--- src/rtl/snn_pkg.sv ---
// Shared widths and helpers for the spiking-neuron tile.
// The saturating increment is reused by every neuron-side counter.
package snn_pkg;

    localparam int unsigned SPIKE_W = 8;
    localparam int unsigned ISI_W   = 8;
    localparam logic [ISI_W-1:0] ISI_MAX = 8'hFF;

    function automatic logic [ISI_W-1:0] sat_inc(input logic [ISI_W-1:0] v);
        return (v == ISI_MAX) ? v : v + 1'b1;
    endfunction

endpackage

--- src/rtl/isi_fifo.sv ---
// DEPTH x WIDTH synchronous FIFO with a combinational head.
// A push into a full FIFO is accepted only when a pop frees a slot in the same cycle.
module isi_fifo #(
    parameter int unsigned DEPTH = 4,
    parameter int unsigned WIDTH = 8
) (
    input  logic             clk,
    input  logic             rst_n,
    input  logic             i_push,
    input  logic [WIDTH-1:0] i_wdata,
    input  logic             i_pop,
    output logic [WIDTH-1:0] o_rdata,
    output logic             o_full,
    output logic             o_empty
);

    localparam int unsigned AW = (DEPTH > 1) ? $clog2(DEPTH) : 1;
    localparam logic [AW:0] FULL_CNT = (AW + 1)'(DEPTH);

    logic [WIDTH-1:0] r_mem [DEPTH];
    logic [AW-1:0]    r_wptr;
    logic [AW-1:0]    r_rptr;
    logic [AW:0]      r_count;
    logic             w_do_push;
    logic             w_do_pop;

    assign o_full    = (r_count == FULL_CNT);
    assign o_empty   = (r_count == '0);
    assign w_do_pop  = i_pop & ~o_empty;
    assign w_do_push = i_push & (~o_full | w_do_pop);
    assign o_rdata   = r_mem[r_rptr];

    always_ff @(posedge clk or negedge rst_n) begin
        if (!rst_n) begin
            for (int i = 0; i < int'(DEPTH); i++) begin
                r_mem[i] <= '0;
            end
        end else if (w_do_push) begin
            r_mem[r_wptr] <= i_wdata;
        end
    end

    // Pointers wrap naturally because DEPTH is a power of two.
    always_ff @(posedge clk or negedge rst_n) begin
        if (!rst_n) begin
            r_wptr  <= '0;
            r_rptr  <= '0;
            r_count <= '0;
        end else begin
            if (w_do_push) r_wptr <= r_wptr + 1'b1;
            if (w_do_pop)  r_rptr <= r_rptr + 1'b1;
            case ({w_do_push, w_do_pop})
                2'b10:   r_count <= r_count + 1'b1;
                2'b01:   r_count <= r_count - 1'b1;
                default: r_count <= r_count;
            endcase
        end
    end

endmodule

--- src/rtl/spike_isi_monitor.sv ---
// Turns the neuron spike level into inter-spike intervals (buffered) and a windowed rate.
// ena freezes interval and window counting; FIFO drain is never gated.
module spike_isi_monitor
    import snn_pkg::*;
#(
    parameter int unsigned DEPTH = 4,
    parameter int unsigned WIN   = 64
) (
    input  logic               clk,
    input  logic               rst_n,
    input  logic [SPIKE_W-1:0] spike_in,
    input  logic               ena,
    output logic [ISI_W-1:0]   isi_data,
    output logic               isi_valid,
    input  logic               isi_ready,
    output logic [7:0]         rate,
    output logic               rate_valid,
    output logic               overflow
);

    localparam logic [7:0] WIN_LAST = 8'(WIN - 1);

    logic             r_spike_d;
    logic             r_armed;
    logic [ISI_W-1:0] r_isi_cnt;
    logic [7:0]       r_win_cnt;
    logic [7:0]       r_spk_cnt;
    logic [7:0]       r_rate;
    logic             r_rate_valid;
    logic             r_overflow;

    logic             w_event;
    logic             w_push;
    logic             w_pop;
    logic             w_full;
    logic             w_empty;
    logic             w_unused_spike;

    assign w_unused_spike = ^spike_in[SPIKE_W-1:1];

    assign w_event   = ena & spike_in[0] & ~r_spike_d;
    assign w_push    = w_event & r_armed;
    assign isi_valid = ~w_empty;
    assign w_pop     = isi_valid & isi_ready;

    isi_fifo #(
        .DEPTH (DEPTH),
        .WIDTH (ISI_W)
    ) u_isi_fifo (
        .clk     (clk),
        .rst_n   (rst_n),
        .i_push  (w_push),
        .i_wdata (r_isi_cnt),
        .i_pop   (w_pop),
        .o_rdata (isi_data),
        .o_full  (w_full),
        .o_empty (w_empty)
    );

    // Edge history tracks the raw level even while frozen.
    always_ff @(posedge clk or negedge rst_n) begin
        if (!rst_n) begin
            r_spike_d  <= 1'b0;
            r_armed    <= 1'b0;
            r_isi_cnt  <= '0;
            r_overflow <= 1'b0;
        end else begin
            r_spike_d <= spike_in[0];
            if (w_event) r_armed <= 1'b1;
            if (ena) r_isi_cnt <= w_event ? ISI_W'(1) : sat_inc(r_isi_cnt);
            if (w_push && w_full && !w_pop) r_overflow <= 1'b1;
        end
    end

    // An event on the closing cycle belongs to the closing window.
    always_ff @(posedge clk or negedge rst_n) begin
        if (!rst_n) begin
            r_win_cnt    <= '0;
            r_spk_cnt    <= '0;
            r_rate       <= '0;
            r_rate_valid <= 1'b0;
        end else begin
            r_rate_valid <= 1'b0;
            if (ena) begin
                if (r_win_cnt == WIN_LAST) begin
                    r_win_cnt    <= '0;
                    r_spk_cnt    <= '0;
                    r_rate       <= w_event ? sat_inc(r_spk_cnt) : r_spk_cnt;
                    r_rate_valid <= 1'b1;
                end else begin
                    r_win_cnt <= r_win_cnt + 1'b1;
                    if (w_event) r_spk_cnt <= sat_inc(r_spk_cnt);
                end
            end
        end
    end

    assign rate       = r_rate;
    assign rate_valid = r_rate_valid;
    assign overflow   = r_overflow;

endmodule

--- config.mk ---
export PLATFORM = sky130hd
export DESIGN_NAME = spike_isi_monitor
export DESIGN_NICKNAME = d
export VERILOG_FILES = /design/src/rtl/snn_pkg.sv /design/src/rtl/isi_fifo.sv /design/src/rtl/spike_isi_monitor.sv
export SDC_FILE = /design/constraint.sdc
export NUM_CORES = 1
export LEC_CHECK = 0
export ABC_CLOCK_PERIOD_IN_PS = 7100
export CORE_MARGIN = 2
export CORE_UTILIZATION = 45
export DETAILED_ROUTE_END_ITERATION = 8
export SETUP_SLACK_MARGIN = 0.4
export SYNTH_ARGS = -nofsm -noshare
export SYNTH_HDL_FRONTEND = slang
export SYNTH_HIERARCHICAL = 1
export SYNTH_SLANG_ARGS = --single-unit
--- constraint.sdc ---
create_clock -name clk -period 7.1 [get_ports clk]
set_clock_uncertainty 0.15 [all_clocks]
set_input_delay 0.71 -clock clk [delete_from_list [all_inputs] [get_ports clk]]
set_output_delay 0.71 -clock clk [all_outputs]
set_load 0.05 [all_outputs]
* Word level (Yosys, flattened, before mapping)
Index checks and enable logic that the tools add are counted.
Operators by class: bitwise operators 12, add/subtract/negate cells 7, equality and inequality tests 7, reductions and logical operators 8, magnitude comparators 3, multiplexer cells 15
Operators with widths (number):
- $mux W8 | 9
- $bwmux W32 | 1
- $add A8 B1 Y8 const B | 3
- $bmux W8 S2 | 1
- $demux W8 S2 | 1
- $eq A8 B8 Y1 const B | 2
- $eq A8 B6 Y1 const B | 1
- $and A1 B1 Y1 | 6
- $ge A3 B3 Y1 const B | 2
- $not A2 Y3 | 2
- $pmux W3 S2 | 1
- $add A2 B1 Y2 const B | 2
- $reduce_and A2 Y1 | 2
- $add A3 B1 Y3 const B | 1
- $eq A3 B3 Y1 const B | 1
- $logic_and A1 B1 Y1 | 3
- $logic_not A3 Y1 | 1
- $lt A3 B1 Y1 const B | 1
- $not A1 Y1 | 3
- $sub A3 B1 Y3 const B | 1
- $eq A2 B1 Y1 const B | 1
- $eq A2 B2 Y1 const B | 1
- $mux W1 | 2
- $ne A2 B2 Y1 const B | 1
- other kinds (3) | 3
Word-level totals: output and inout port bits 19, register bits after elaboration 75, input bits 12, logic and storage cells 67

* Logic depth before layout (Yosys ltp)
depth after elaboration 8, depth in mapped cells 10

* Modules after synthesis
Netlist, hierarchy kept.
By module, submodules not included:
- spike_isi_monitor | times used 1, area an instance 1843.0 µm², cells each 190
- isi_fifo | times used 1, area an instance 1801.7 µm², cells each 115

* Worst setup path after synthesis
No wires, ideal clock.
path type input-to-reg, start point input spike_in[0], end point register u_isi_fifo.r_count[2], cell stages on the path 10, data required time 6.825 ns, path slack 4.332 ns, arrival 2.492 ns, setup time 0.125 ns, path buffers 1, cells stage by stage and3b_1 > clkbuf_1 > and2_1 > or2b_2 > ha_1 > inv_1 > fa_1 > xor2_1 > nor2_1 > xor2_1
Between the ends: cells in the longest elaborated chain, start to end 6, elaborated cells between the ends (all ways) 8
Ends and longest elaborated chain:
- start: declaration | RTL line spike_isi_monitor.sv:11 | input logic [SPIKE_W-1:0] spike_in,
- $and A1 B1 Y1 (*) (2 in series) | RTL line spike_isi_monitor.sv:41 | assign w_event = ena & spike_in[0] & ~r_spike_d;
- $and A1 B1 Y1 (*) | RTL line spike_isi_monitor.sv:42 | assign w_push = w_event & r_armed;
- net w_push | RTL line spike_isi_monitor.sv:33 | logic w_push;
- $and A1 B1 Y1 (*) | RTL line isi_fifo.sv:30 | assign w_do_push = i_push & (~o_full | w_do_pop);
- $eq A2 B1 Y1 / $eq A2 B2 Y1 (equally long branches) | RTL line isi_fifo.sv:52 | case ({w_do_push, w_do_pop})
- $pmux W3 S2 / $reduce_bool A2 Y1 (equally long branches)
- end signal: assignment | RTL line isi_fifo.sv:53 | 2'b10: r_count <= r_count + 1'b1;
- end signal: assignment | RTL line isi_fifo.sv:54 | 2'b01: r_count <= r_count - 1'b1;
- end signal: assignment | RTL line isi_fifo.sv:55 | default: r_count <= r_count;
- end: declaration | RTL line isi_fifo.sv:23 | logic [AW:0] r_count;
The timed path passes the listed nets; every way through them passes the cells marked *. A chain may end at the register's enable or synchronous reset.

* Worst setup path in the final report
start point input ena, end point register u_isi_fifo.r_count[2]
Between the ends: cells in the longest elaborated chain, start to end 6, elaborated cells between the ends (all ways) 8
Ends and longest elaborated chain:
- start: declaration | RTL line spike_isi_monitor.sv:12 | input logic ena,
- $and A1 B1 Y1 (*) (2 in series) | RTL line spike_isi_monitor.sv:41
- $and A1 B1 Y1 (*) | RTL line spike_isi_monitor.sv:42
- net w_push | RTL line spike_isi_monitor.sv:33
- $and A1 B1 Y1 (*) | RTL line isi_fifo.sv:30
- $eq A2 B1 Y1 / $eq A2 B2 Y1 (equally long branches) | RTL line isi_fifo.sv:52
- $pmux W3 S2 / $reduce_bool A2 Y1 (equally long branches)
Marks and branches as above.

==> run summary <==
======================================================================================================
Result of the run                                                                         complete, no violations
Max Freq                                                                                     0.272 GHz
Number of input and output port buffers inserted                                                    23
Final design instance area without fill                                                    0.00414 mm²
Total power per unit cell area                                                              346 mW/mm²
Synth Area in XOR/XNOR                                                                           3.12%
Die ar.                                                                                    0.00884 mm²
Critical path class                                                                             in2reg
Number of resized instances in the post-cts repair step                                              0
Dominant cells by area after synthesis                                                    sky130_fd_sc_hd__dfrtp_1 (51%), sky130_fd_sc_hd__mux2_2 (9.9%), sky130_fd_sc_hd__mux4_2 (4.9%), sky130_fd_sc_hd__ha_1 (2.7%), sky130_fd_sc_hd__nand2_1 (2.6%)
Via count of the routed design                                                                    2364
Final ANT Viol Nets                                                                                  0
Top-count cell post-synth                                                                 sky130_fd_sc_hd__dfrtp_1
Mean number of vias per cell                                                                      5.45
Capture point of the critical path                                                        u_isi_fifo/r_count[2]
Fraction of power spent switching nets                                                           35.6%
Post-CTS Hold Buffers                                                                                0
Flip-flop cell with the highest count after synthesis                                     sky130_fd_sc_hd__dfrtp_1
Logic pwr share                                                                                  31.5%
Switching pwr                                                                               0.000510 W
Synth cell types                                                                                    50
Area share of the largest cell type after synthesis                                              51.5%
Site row count                                                                                      32
Actual transition at the worst max-transition pin                                               941 ps
Post-detailed-placement half-perimeter wirelength                                              4.43 mm
Count of TritonRoute iterations in the first routing pass                                            4
Unrepaired setup endpoints after global routing                                                     no
Async SR Flop Fraction                                                                            100%
Final global-route overflow total                                                                    0
Initial antenna violation count                                                                      0
Number of cell instances on the worst register-to-register path                                     10
Synth Net Count                                                                                    326
Most repeated library cell on the critical path                                           sky130_fd_sc_hd__xor2_1
Clock tree from TritonCTS                                                                         done
Number of buffers inserted during clock tree synthesis                                               9
Synth-to-layout area growth                                                                      13.5%
Part of the cycle the worst path needs                                                           51.8%
Core box area                                                                              0.00777 mm²
Synthesized flop and latch total                                                                    75
Cell at the root of the clock tree                                                        sky130_fd_sc_hd__clkbuf_8
Required time of the critical path                                                             7180 ps
Worst Hold Class                                                                               reg2reg
Accumulated negative setup slack                                                                  0 ps
Total Routed Length                                                                            6.80 mm
Number of remaining DRC errors                                                                       0
Worst Setup SP                                                                                     ena
Wirelength per Cell                                                                            15.7 µm
Number of setup buffers added after CTS                                                              0
Adder-cell area share of the yosys netlist                                                       3.30%
Proportion of layout cells with a drive suffix above 1                                           20.8%
Die Width                                                                                      94.0 µm
Instance area at placement                                                                 0.00394 mm²
Tightest slew margin relative to the limit                                                       37.3%
Post-synth design cell area                                                                0.00364 mm²
Net count reported at finish                                                                       349
Power share of the sequential group                                                              45.6%
Last weighted congestion value of the routability-driven placer                                  0.777
Simple logic cell fraction of the synthesized area                                               13.4%
Top fanout value on the critical path                                                               21
Total track usage                                                                                17.2%
# diodes                                                                                             0
Clk sinks                                                                                           75
Register-to-register setup slack                                                               4360 ps
Crit path cell chain                                                                      clkdlybuf4s50_1 > and3b_1 > and2_1 > or2b_2 > ha_1 > inv_1 > fa_1 > xor2_1 > nor2_1 > xor2_1
Number of violations of the max-capacitance limit                                                    0
Final Slew Violations                                                                                0
Startpoint of the worst-slack reg-to-reg timing path                                      u_isi_fifo/r_count[0]
Startpoint Class                                                                          primary input
Chip Height                                                                                    94.0 µm
Arrival time at the worst endpoint                                                             3760 ps
Wire length of the first global-routing pass                                                   11.6 mm
Count of flip-flops with a built-in enable after synthesis                                           0
Proportion of power drawn by the clock network                                                   23.0%
Maximum cell stage delay along the critical path                                                980 ps
Clock latency on the worst-skew pair                                                            340 ps
Synthesized-area fraction occupied by ao, oa, aoi and oai cells                                  8.31%
Static Leakage                                                                                 1.86 nW
Via count of the first global-routing pass                                                        2286
Final Hold Vio Count                                                                                 0
Post-synthesis cell count                                                                          305
Maximum number of pins on one net before global-route repair                                        76
Detailed router's first-iteration violation count                                                   84
Critical path endpoint category                                                               register
Clock transition at the register clock pins on the worst setup and hold paths after CTS          70 ps
Clock Tree Buf Depth                                                                                 2
Fraction of synthesized area in multiplexers                                                     17.4%
Cell-internal power                                                                         0.000923 W
Synthesized area per cell                                                                     11.9 µm²
Proportion of synthesized chip area in sequential cells                                          51.5%
Cell with the largest stage delay on the worst path                                       sky130_fd_sc_hd__clkdlybuf4s50_1
Library cell with the largest summed area after synthesis                                 sky130_fd_sc_hd__dfrtp_1
Maximum level of the CTS H-tree                                                                      3
Yosys warns                                                                                          6
Initial cell density of the core                                                                 46.9%
Boundary pin count                                                                                  31
Combinational family with the most area after synthesis                                   multiplexers
Ranking of synthesized cells by instance count                                            sky130_fd_sc_hd__dfrtp_1 (75), sky130_fd_sc_hd__mux2_2 (32), sky130_fd_sc_hd__nand2_1 (25), sky130_fd_sc_hd__nor2_1 (14), sky130_fd_sc_hd__a21oi_1 (13)
RR Endpoint                                                                               u_isi_fifo/r_count[2]
Min cycle time layout                                                                          3680 ps
Maximum resistive drop on vdd                                                                 0.182 mV
Final setup violation count                                                                          0
======================================================================================================
-- per-stage QoR --
| step | cells | power, W | setup slack [ps] | util (%) | hold slack (ps) |
|---|---|---|---|---|---|
| after floorplan | 305 | 0.000984 | 4330 | - | 264 |
| after global placement | 419 | 0.00110 | 3080 | 50.7 | 294 |
| after detailed placement | 419 | 0.00112 | 3060 | 50.7 | 298 |
| after CTS | 434 | 0.00145 | 3400 | 53.2 | 315 |
| after global routing | 434 | 0.00153 | 3230 | 53.2 | 346 |
| final | 434 | 0.00143 | 3420 | 53.2 | 306 |
-- state kept, by name, indices dropped and copies added (netlist names), 2 cells and up --
register            flops
u_isi_fifo/r_rptr       2
r_spk_cnt               8
r_win_cnt               8
u_isi_fifo/r_count      3
rate                    8
r_isi_cnt               8
u_isi_fifo/r_mem       32
u_isi_fifo/r_wptr       2
-- power by group through the flow --
stage	Sequential, W	Combinational (W)	Clock (W)
after global routing	0.000674	0.000492	0.000360
after detailed placement	0.000662	0.000456	0
after floorplan	0.000631	0.000353	0
after CTS	0.000655	0.000458	0.000340
final	0.000653	0.000451	0.000329
after global placement	0.000659	0.000443	0
-- per-layer routing --
metal  up-vias  GRT usage (%)  wire length (µm)
met4         0           7.61               105
met1      1179           24.3              3460
li1       1147              -                 -
met2        29           25.7              3070
met3         9           3.45               168
met5         -              0                 0
-- cells by family after synthesis --
| logic type | count (synthesis) |
|---|---|
| AND/OR/NAND/NOR | 89 |
| flip-flops | 75 |
| multiplexers | 49 |
| AO/OA/AOI/OAI | 47 |
| buffers and inverters | 23 |
| XOR/XNOR | 13 |
| adder cells (fa/ha/maj) | 9 |
-- cell usage in the layout, fill, tap and decap left out, types with 5 or more instances in the layout --
master,count
sky130_fd_sc_hd__nand4_1,6
sky130_fd_sc_hd__mux2i_1,7
sky130_fd_sc_hd__inv_1,11
sky130_fd_sc_hd__nand3_1,9
sky130_fd_sc_hd__dfrtp_1,75
sky130_fd_sc_hd__nand2_1,25
sky130_fd_sc_hd__a21oi_1,13
sky130_fd_sc_hd__clkbuf_8,11
sky130_fd_sc_hd__mux4_2,8
sky130_fd_sc_hd__ha_1,8
sky130_fd_sc_hd__xor2_1,6
sky130_fd_sc_hd__nor2_1,14
sky130_fd_sc_hd__nor2b_1,5
sky130_fd_sc_hd__nor3_1,6
sky130_fd_sc_hd__clkdlybuf4s50_1,22
sky130_fd_sc_hd__o21ai_0,9
sky130_fd_sc_hd__xnor2_1,7
sky130_fd_sc_hd__mux2_2,32
-- area by class of cell --
cell class	instances	area (µm²)
clock buffers	13	159
clock inverters	2	35.0
fillers	704	3630
inverters	12	50.0
multi-input cells	207	1660
flip-flops and latches	75	1880
well taps	102	128
repair buffers	23	228
-- worst min path at each step --
| stage | start | end | slack, ps | depth (start not counted) |
|---|---|---|---|---|
| after detailed placement | overflow | overflow | 300 | 1 |
| after global routing | overflow | overflow | 350 | 1 |
| after CTS | overflow | overflow | 320 | 1 |
| after floorplan | rst_n | overflow | 260 | 0 |
| final | overflow | overflow | 310 | 1 |
| after global placement | overflow | overflow | 290 | 1 |
-- worst max-delay path, delay by kind of cell --
kind / cells / cell delay (ps)
buffers and inverters: 2 / 1060
AND/OR/NAND/NOR: 4 / 1280
XOR/XNOR: 2 / 280
adder cells (fa/ha/maj): 2 / 420
Power figures use the tool's default switching activity.
